$ cat config.mk
export PLATFORM = sky130hd
export DESIGN_NAME = demux_1to8_tdm_flat
export DESIGN_NICKNAME = d
export VERILOG_FILES = /design/src/rtl/demux_1to8_tdm_if.sv /design/src/rtl/demux_1to8_tdm.sv /design/src/flat_wrapper.sv
export SDC_FILE = /design/constraint.sdc
export NUM_CORES = 1
export LEC_CHECK = 0
export CAP_MARGIN = 20
export CORE_MARGIN = 1.5
export CORE_UTILIZATION = 30
export DETAILED_ROUTE_END_ITERATION = 10
export GPL_TIMING_DRIVEN = 0
export PLACE_DENSITY = 0.57
export SLEW_MARGIN = 20
export SYNTH_ARGS = -nofsm -noshare
export SYNTH_HDL_FRONTEND = slang
export SYNTH_SLANG_ARGS = --single-unit
export TNS_END_PERCENT = 100
$ cat constraint.sdc
create_clock -name i_clk -period 1.8 [get_ports i_clk]
set_input_delay 0.36 -clock i_clk [delete_from_list [all_inputs] [get_ports i_clk]]
set_output_delay 0.36 -clock i_clk [all_outputs]
set_load 0.01 [all_outputs]
$ cat src/rtl/demux_1to8_tdm_if.sv
// Serial lane and frame outputs of the 1-to-8 TDM demultiplexer.
// The master drives the serial bits; the slave (the demux) returns the assembled frame and status.
interface demux_1to8_tdm_if;
    logic       i_en;
    logic       i_din;
    logic       i_sync;
    logic [7:0] o_y;
    logic       o_y_valid;
    logic       o_locked;
    logic       o_sync_err;
    logic [2:0] o_slot;

    modport master (
        output i_en, i_din, i_sync,
        input  o_y, o_y_valid, o_locked, o_sync_err, o_slot
    );

    modport slave (
        input  i_en, i_din, i_sync,
        output o_y, o_y_valid, o_locked, o_sync_err, o_slot
    );
endinterface

$ cat src/rtl/demux_1to8_tdm.sv
// Receive end of an 8-slot TDM lane: tracks slot position from the frame-sync marker,
// assembles 8-bit frames and delivers only frames that began while locked.
module demux_1to8_tdm #(
    parameter int unsigned LOCK_FRAMES = 2
) (
    input  logic            i_clk,
    input  logic            i_rst,
    demux_1to8_tdm_if.slave bus
);
    typedef enum logic [1:0] {HUNT, CHECK, LOCKED} state_t;

    localparam logic [3:0] LF       = 4'(LOCK_FRAMES);
    // State entered whenever a sync bit starts a fresh count of one good marker.
    localparam state_t     ST_FRESH = (LOCK_FRAMES == 1) ? LOCKED : CHECK;

    state_t     r_state,    w_state_nx;
    logic [2:0] r_slot,     w_slot_nx;
    logic [3:0] r_good,     w_good_nx;
    logic [6:0] r_shadow,   w_shadow_nx;
    logic       r_deliver,  w_deliver_nx;
    logic [7:0] r_y,        w_y_nx;
    logic       r_y_valid,  w_y_valid_nx;
    logic       r_sync_err, w_sync_err_nx;
    logic [3:0] w_good_inc;

    always_ff @(posedge i_clk) begin
        if (i_rst) begin
            r_state    <= HUNT;
            r_slot     <= '0;
            r_good     <= '0;
            r_shadow   <= '0;
            r_deliver  <= 1'b0;
            r_y        <= '0;
            r_y_valid  <= 1'b0;
            r_sync_err <= 1'b0;
        end else begin
            r_state    <= w_state_nx;
            r_slot     <= w_slot_nx;
            r_good     <= w_good_nx;
            r_shadow   <= w_shadow_nx;
            r_deliver  <= w_deliver_nx;
            r_y        <= w_y_nx;
            r_y_valid  <= w_y_valid_nx;
            r_sync_err <= w_sync_err_nx;
        end
    end

    always_comb begin
        w_state_nx    = r_state;
        w_slot_nx     = r_slot;
        w_good_nx     = r_good;
        w_shadow_nx   = r_shadow;
        w_deliver_nx  = r_deliver;
        w_y_nx        = r_y;
        w_y_valid_nx  = 1'b0;
        w_sync_err_nx = 1'b0;
        w_good_inc    = (r_good == 4'd15) ? 4'd15 : r_good + 4'd1;

        if (bus.i_en) begin
            if (r_state == HUNT) begin
                if (bus.i_sync) begin
                    w_shadow_nx[0] = bus.i_din;
                    w_slot_nx      = 3'd1;
                    w_good_nx      = 4'd1;
                    w_state_nx     = ST_FRESH;
                    w_deliver_nx   = (ST_FRESH == LOCKED);
                end
            end else if (r_slot == 3'd0) begin
                if (bus.i_sync) begin
                    w_good_nx = w_good_inc;
                    if (r_state == CHECK && w_good_inc >= LF)
                        w_state_nx = LOCKED;
                    w_shadow_nx[0] = bus.i_din;
                    w_slot_nx      = 3'd1;
                    w_deliver_nx   = (w_state_nx == LOCKED);
                end else begin
                    w_sync_err_nx = 1'b1;
                    w_state_nx    = HUNT;
                    w_good_nx     = '0;
                    w_slot_nx     = '0;
                    w_deliver_nx  = 1'b0;
                end
            end else if (bus.i_sync) begin
                // Misplaced marker: trust it as the new slot 0 and restart the good count.
                w_sync_err_nx  = 1'b1;
                w_state_nx     = ST_FRESH;
                w_good_nx      = 4'd1;
                w_shadow_nx[0] = bus.i_din;
                w_slot_nx      = 3'd1;
                w_deliver_nx   = (ST_FRESH == LOCKED);
            end else begin
                if (r_slot == 3'd7) begin
                    if (r_deliver && r_state == LOCKED) begin
                        w_y_nx       = {bus.i_din, r_shadow};
                        w_y_valid_nx = 1'b1;
                    end
                    w_deliver_nx = 1'b0;
                end else begin
                    w_shadow_nx[r_slot] = bus.i_din;
                end
                w_slot_nx = r_slot + 3'd1;
            end
        end
    end

    assign bus.o_y        = r_y;
    assign bus.o_y_valid  = r_y_valid;
    assign bus.o_locked   = (r_state == LOCKED);
    assign bus.o_sync_err = r_sync_err;
    assign bus.o_slot     = r_slot;
endmodule
$ cat src/flat_wrapper.sv
// flat-port wrapper written by rule: the top's interface ports become plain ports
module demux_1to8_tdm_flat 
#(
    parameter int unsigned LOCK_FRAMES = 2
)
  (i_clk, i_rst, bus_i_en, bus_i_din, bus_i_sync, bus_o_y, bus_o_y_valid, bus_o_locked, bus_o_sync_err, bus_o_slot);
  demux_1to8_tdm_if bus_i ();
  input  logic i_clk;
  input  logic i_rst;
  input wire logic [$bits(bus_i.i_en)-1:0] bus_i_en;
  input wire logic [$bits(bus_i.i_din)-1:0] bus_i_din;
  input wire logic [$bits(bus_i.i_sync)-1:0] bus_i_sync;
  output wire logic [$bits(bus_i.o_y)-1:0] bus_o_y;
  output wire logic [$bits(bus_i.o_y_valid)-1:0] bus_o_y_valid;
  output wire logic [$bits(bus_i.o_locked)-1:0] bus_o_locked;
  output wire logic [$bits(bus_i.o_sync_err)-1:0] bus_o_sync_err;
  output wire logic [$bits(bus_i.o_slot)-1:0] bus_o_slot;
  assign bus_i.i_en = bus_i_en;
  assign bus_i.i_din = bus_i_din;
  assign bus_i.i_sync = bus_i_sync;
  assign bus_o_y = bus_i.o_y;
  assign bus_o_y_valid = bus_i.o_y_valid;
  assign bus_o_locked = bus_i.o_locked;
  assign bus_o_sync_err = bus_i.o_sync_err;
  assign bus_o_slot = bus_i.o_slot;
  demux_1to8_tdm #(.LOCK_FRAMES(LOCK_FRAMES)) u_core (.i_clk(i_clk), .i_rst(i_rst), .bus(bus_i));
endmodule
==> results of run 1 <==
## timing repair
item | 4_1_cts | 5_1_grt
gates cloned | 1 | 0
resized for setup | 10 | 6
pin swaps | 1 | 2
hold endpoints to repair | 0 | 0
endpoints found under the setup margin | 11 | 8
buffers inserted | 0 | 6
## through the flow
stage,hold slack [ns],setup slack [ns],instance area [µm²]
6_report,0.3648,0.1300,1702
5_1_grt,0.3730,-0.001061,1702
4_1_cts,0.3616,0.002773,1644
3_5_place_dp,0.4567,-0.1972,1577
3_3_place_gp,0.4528,-0.1609,1577
2_1_floorplan,0.4376,0.01710,1341
## cells in the final DEF, fill, tap and decap left out, types with 5 or more instances in the layout
| cell type | netlist | routed |
|---|---|---|
| dfxtp_1 | 27 | 23 |
| nor2_1 | 19 | 19 |
| clkdlybuf4s50_1 | 0 | 15 |
| o21ai_0 | 11 | 11 |
| nand3_1 | 10 | 10 |
| nand2_1 | 9 | 9 |
| mux2i_1 | 9 | 9 |
| buf_4 | 0 | 7 |
| o21ai_1 | 6 | 6 |
| buf_2 | 5 | 5 |
| nor3_1 | 5 | 5 |
| a21oi_1 | 5 | 5 |
## logic make-up (layout without fill, tap and decap cells)
group           count (synthesis)  in the layout  synth area share, %
xor+xnor                        1              1               0.6531
mux                             9              9                6.717
fa+ha+maj                       4              4                3.731
simple gates                   66             66                27.15
buf+inv                        13             40                5.223
compound gates                 35             35                16.23
flops                          27             27                40.30
## where the power goes
part	internal (mW)	leakage, nW	total, mW	switching [mW]
combinational	0.0617	0.423	0.152	0.0900
clock	0.159	0.0228	0.341	0.182
sequential	0.606	0.221	0.618	0.0127
total	0.826	0.666	1.11	0.285
## worst register-to-register path: stages (launching register included)
cell and delay [ns]:
dfxtp_4 0.39, ha_1 0.21, ha_4 0.18, nand3_1 0.13, nor4_4 0.24, buf_4 0.20
mux2i_1 0.18, nor2_1 0.05
## routing by layer
layer / global-route usage (%) / part of all wire [%]
met1: 18.54 / 48
met2: 19.79 / 45
met3: 3.463 / 5.3
met4: 4.274 / 1.3
met5: 0 / 0
## worst max path at each step
stage	to	slack, ns	cells past startpoint
after floorplan	u_core.bus.o_y[7]	0.02	8
after global placement	u_core.bus.o_y[4]	-0.16	8
after detailed placement	u_core.bus.o_y[2]	-0.20	8
after CTS	u_core.bus.o_y[7]	0.003	7
after global routing	u_core.bus.o_y[7]	-0.001	7
final	u_core.bus.o_y[7]	0.13	7
## flip-flops by register name, summed over array words and instances, names as in the netlist
register	count
u_core.bus.o_slot	3
u_core.bus.o_sync_err	1
u_core.bus.o_y	8
u_core.bus.o_y_valid	1
u_core.r_deliver	1
u_core.r_good	4
u_core.r_shadow	7
u_core.r_state	2
## final cells by class
cell class / count / area share, %
plain buffers: 7 / 2.353
clock buffers: 4 / 2.647
inverters: 5 / 1.103
multi-input cells: 115 / 44.56
flip-flops and latches: 27 / 32.35
well taps: 52 / 3.824
repair buffers: 24 / 13.16
==> run metrics, run 1 <==
slew at the pin closest to its max-slew limit=around 0.49 ns; setup TNS=0 ns; Via-to-Cell Ratio=roughly 5; post-detail-place hpwl=about 2.2 mm; Max Fclk=0.5988 GHz; EDFF count, synth=0; grt ovf=0; Post-Syn Instances=~160; CTS Hold Bufs=0; Num CTS Buffers=3; drt pass-1 iters=6; Tot Pwr=1.111 mW; Post-Route Skew=around 0.0050 ns; Tmin final=about 1.7 ns; initial antenna violation count=0; Seq. cell area=around 550 µm²; layout net count=around 190; Mapped Area=roughly 1300 µm²; Final Hold Viols=0; Post-Layout Cell Count=~230; die width=69.87 µm; GP Congestion=0.8375; multi-input logic area=roughly 760 µm²; status=completed; Synth Register Bits=27; Die H=69.87 µm; Die ar.=4881 µm²; Unique masters post-synth=39; CP Capture Type=flip-flop; worst min path class=input pin to flip-flop; CP Launch Type=flip-flop; Total GRT Usage=13.20%; I/O Buffers=17; leakage=between 0.6 and 0.7 nW; later-pin clock latency in the skew report=between 0.2 and 0.3 ns; Relative slew margins=between 60% and 70%; CTS root buf=clkbuf_8; CP Launch Point=u_core.bus.o_slot[0]; final wirelength=3.176 mm; Syn Nets=about 160; routed vias=~1200; Critical Path RT=about 2 ns; asr flop ratio synth=0%; DRC Markers=0; Starting Density=31.02%; FF-to-FF path depth=7; Max-cap violations=0; drt wl/cell=around 14 µm; r2r setup slk=0.13 ns; number of I/O pins=19; layout cell share with drive strength beyond 1=between 10% and 20%; Pwr per Cell Area=roughly 650 nW/µm²; vias in the first global route=approximately 1100; Rows=24; Hold Path Depth=2; syn_area_per_cell=8.653 µm²; area share of the largest cell type after synthesis=40.30%; clock tree buffer depth=2; synth warn=0; slowest cell on the critical path=dfxtp_4; wire length of the first global-routing pass=roughly 5.3 mm; post-synth top area cell=dfxtp_1; VDD IR max=~0.00032 V; CTS tree=yes; Core Area=between 4000 and 5000 µm²; Clock Pin Slew Worst Setup and Hold Paths=around 0.090 ns; Worst Setup Path Type=flip-flop to flip-flop; CP delay by family, top=simple AND/OR/NAND/NOR gates; hold_sp=i_rst; Post-synth top cells=dfxtp_1 (27), nor2_1 (19), o21ai_0 (11), nand3_1 (10); Max Slew Vio Count=0; critical path buffer and inverter count=1; CP max FO=6; sequential area share after synthesis=40.30%; pin count of the biggest net entering global routing=15; Area contributors post-synth=dfxtp_1 (40%), mux2i_1 (6.7%), nor2_1 (5.3%), o21ai_0 (4.1%), ha_1 (3.7%); H-tree Lvls=1; critical path's largest stage delay=about 0.39 ns; top_reg_cell synth=dfxtp_1; DRC marker count from the first detailed-route iteration=40; Placed Instances=~220; Hold Path End=u_core.r_good[1]; diode count=0; setup violators final=0; Layout Utilization=about 40%; Post-DRT Antenna Nets=0; r2r endpoint=u_core.bus.o_y[7]; Fillers=between 400 and 500; most frequent cell after synthesis=dfxtp_1; FF-to-FF Start=u_core.bus.o_slot[0]; clk sinks=27; cells along the critical path=ha_1, ha_4, nand3_1, nor4_4, buf_4, mux2i_1, nor2_1; area delta synth->final=26.87%; fin crit share=between 90% and 100%; Worst EP arrival=around 1.8 ns
No activity file was read; power rests on OpenSTA's default activity.
==> run 2: changes to the inputs <==
Settings changed: GPL_ROUTABILITY_DRIVEN set to 0.
==> results of run 2 <==
Same layout as run 1: the final DEF is identical, and so are final timing and power.
==> run 3: changes to the inputs <==
Settings changed: REMOVE_ABC_BUFFERS set to 1.
==> run 3 against run 2 <==
First-iteration DRC count is 13% lower. Register-to-register slack worse by 0.08 ns. Sequential share of layout area down 0.58 points. Fmax decreased by 4.8%. Clock skew up 0.0017 ns. Critical path type is now flip-flop to output pin. Critical endpoint is now bus_o_locked. Highest routed layer unchanged.
==> run metrics, run 3 (synthesis gave the netlist of run 1 again) <==
CTS root buf=clkbuf_8; area delta synth->final=29.48%; Post-Route Skew=0.006730 ns (+0.001732 ns); most frequent cells in the layout=dfxtp_1 (22), nor2_1 (19), clkdlybuf4s50_1 (15); Starting Density=31.02% (unchanged); initial antenna violation count=0 (unchanged); Via-to-Cell Ratio=5.121 (-0.30%); clk sinks=27 (unchanged); Tot Pwr=1.112 mW (about the same); leakage=0.6588 nW (-1.1%); layout cell share with drive strength beyond 1=15.64% (-0.84 points); I/O Buffers=18 (+1); vias in the first global route=1063 (-4.2%); Post-DRT Antenna Nets=0 (unchanged); worst hold margin=0.4701 ns (+0.1053 ns); post-detail-place hpwl=1.991 mm (-11%); CP Launch Type=flip-flop; pin count of the biggest net entering global routing=18 (+3); worst min path class=flip-flop to flip-flop; CP Capture Type=output pin; diode count=0 (unchanged); layout net count=189 (-1.6%); Clock Pin Slew Worst Setup and Hold Paths=0.10 ns (about the same); routed vias=1183 (-1.6%); Num CTS Buffers=3 (unchanged); max FFs per register=8 (unchanged); fin crit share=97.48% (+4.7 points); Max Fclk=0.5699 GHz (-4.8%); later-pin clock latency in the skew report=0.27 ns (about the same); Core Area=4324 µm² (unchanged); CTS tree=yes; final wirelength=3.057 mm (-3.7%); Tmin final=1.755 ns (+0.08460 ns); Max-cap violations=0 (unchanged); Die H=69.87 µm (unchanged); wire length of the first global-routing pass=4.871 mm (-7.3%); Die ar.=4881 µm² (unchanged); status=completed; clock tree buffer depth=2 (unchanged); slowest cell on the critical path=clkdlybuf4s50_1; Relative slew margins=53.73% (-13 points); Worst EP arrival=1.39 ns (-0.45 ns); cells along the critical path=nand2b_4, inv_1, clkdlybuf4s50_1; Critical Path RT=1.44 ns (-0.53 ns); slew at the pin closest to its max-slew limit=0.6940 ns (+0.1998 ns); most common cell after layout, fill and taps aside=dfxtp_1; number of I/O pins=19 (unchanged); DRC marker count from the first detailed-route iteration=35 (-13%); die width=69.87 µm (unchanged); Pwr per Cell Area=640.1 nW/µm² (-2.0%); drt pass-1 iters=5 (-1); setup TNS=0 ns (unchanged); H-tree Lvls=1 (unchanged); grt ovf=0 (unchanged); critical path's largest stage delay=0.53 ns (+0.14 ns); CTS Hold Bufs=0 (unchanged); Final Hold Viols=0 (unchanged); Total GRT Usage=11.68% (-1.5 points); DRC Markers=0 (unchanged); Max Slew Vio Count=0 (unchanged); drt wl/cell=13.23 µm (-2.5%); setup violators final=0 (unchanged); CP max FO=8 (+2); Rows=24 (unchanged); VDD IR max=0.0003637 V (+14%); Worst Setup Path Type=flip-flop to output pin
==> run 3: changes by cell type in the layout (fill, tap and decap cells not counted), moves of 2 or more <==
cell / previous run / this run
clkbuf_1: 2 / 0
inv_2: 2 / 0
buf_2: 5 / 0
inv_1: 3 / 5
==> run 3: timing repair <==
action,in CTS,in global routing
setup buffers,1,8
pin swaps,1,2
endpoints found under the setup margin,19,13
cloned,0,1
hold endpoints to repair,0,0
gates resized for setup,7,10
==> run 3: critical path, delay by kind of cell, from the launching register on <==
family                 cells  cell delay (ns)
buffers and inverters      2             0.59
flip-flops                 1             0.37
AND/OR/NAND/NOR            1             0.17
==> run 3: layer usage <==
metal | up-vias | global-route usage [%] | share of wire [%]
met1 | 550 | 15.88 | 50
met3 | 4 | 1.587 | 3.0
met2 | 27 | 19.89 | 46
met5 | - | 0 | 0
met4 | 0 | 2.350 | 0.56
li1 | 602 | - | -
==> run 3: stage by stage <==
stage	area [µm²]	std cells	utilization, %	setup slack (ns)
2_1_floorplan	1290	147	-	-0.09718
3_3_place_gp	1535	217	35.50	-0.5417
3_5_place_dp	1535	217	35.50	-0.5672
4_1_cts	1614	222	37.33	0.01245
5_1_grt	1737	231	40.16	-0.01102
6_report	1737	231	40.16	0.04543
==> run 3: cell type report <==
type / instances / area, µm²
tap: 52 / 65.06
clock buffer: 3 / 41.29
sequential: 27 / 551.8
multi-input combinational: 115 / 768.2
timing repair buffer: 28 / 286.5
fill: 450 / 2587
inverter: 5 / 18.77
clock inverter: 1 / 5.005
==> run 3: worst paths after layout <==
check                       start                 end  slack (ns)  depth (start not counted)
max             u_core.r_state[0]        bus_o_locked        0.05                          3
min            u_core.r_shadow[1]  u_core.r_shadow[1]        0.47                          2
max reg2reg  u_core.bus.o_slot[0]    u_core.r_good[3]        0.05                          7
min reg2reg    u_core.r_shadow[1]  u_core.r_shadow[1]        0.47                          2
==> run 3: power by group <==
group          switching (mW)  total (mW)  internal (mW)
clock network           0.193       0.348          0.155
logic                  0.0850       0.144         0.0585
registers              0.0144       0.620          0.606
total                   0.292        1.11          0.819
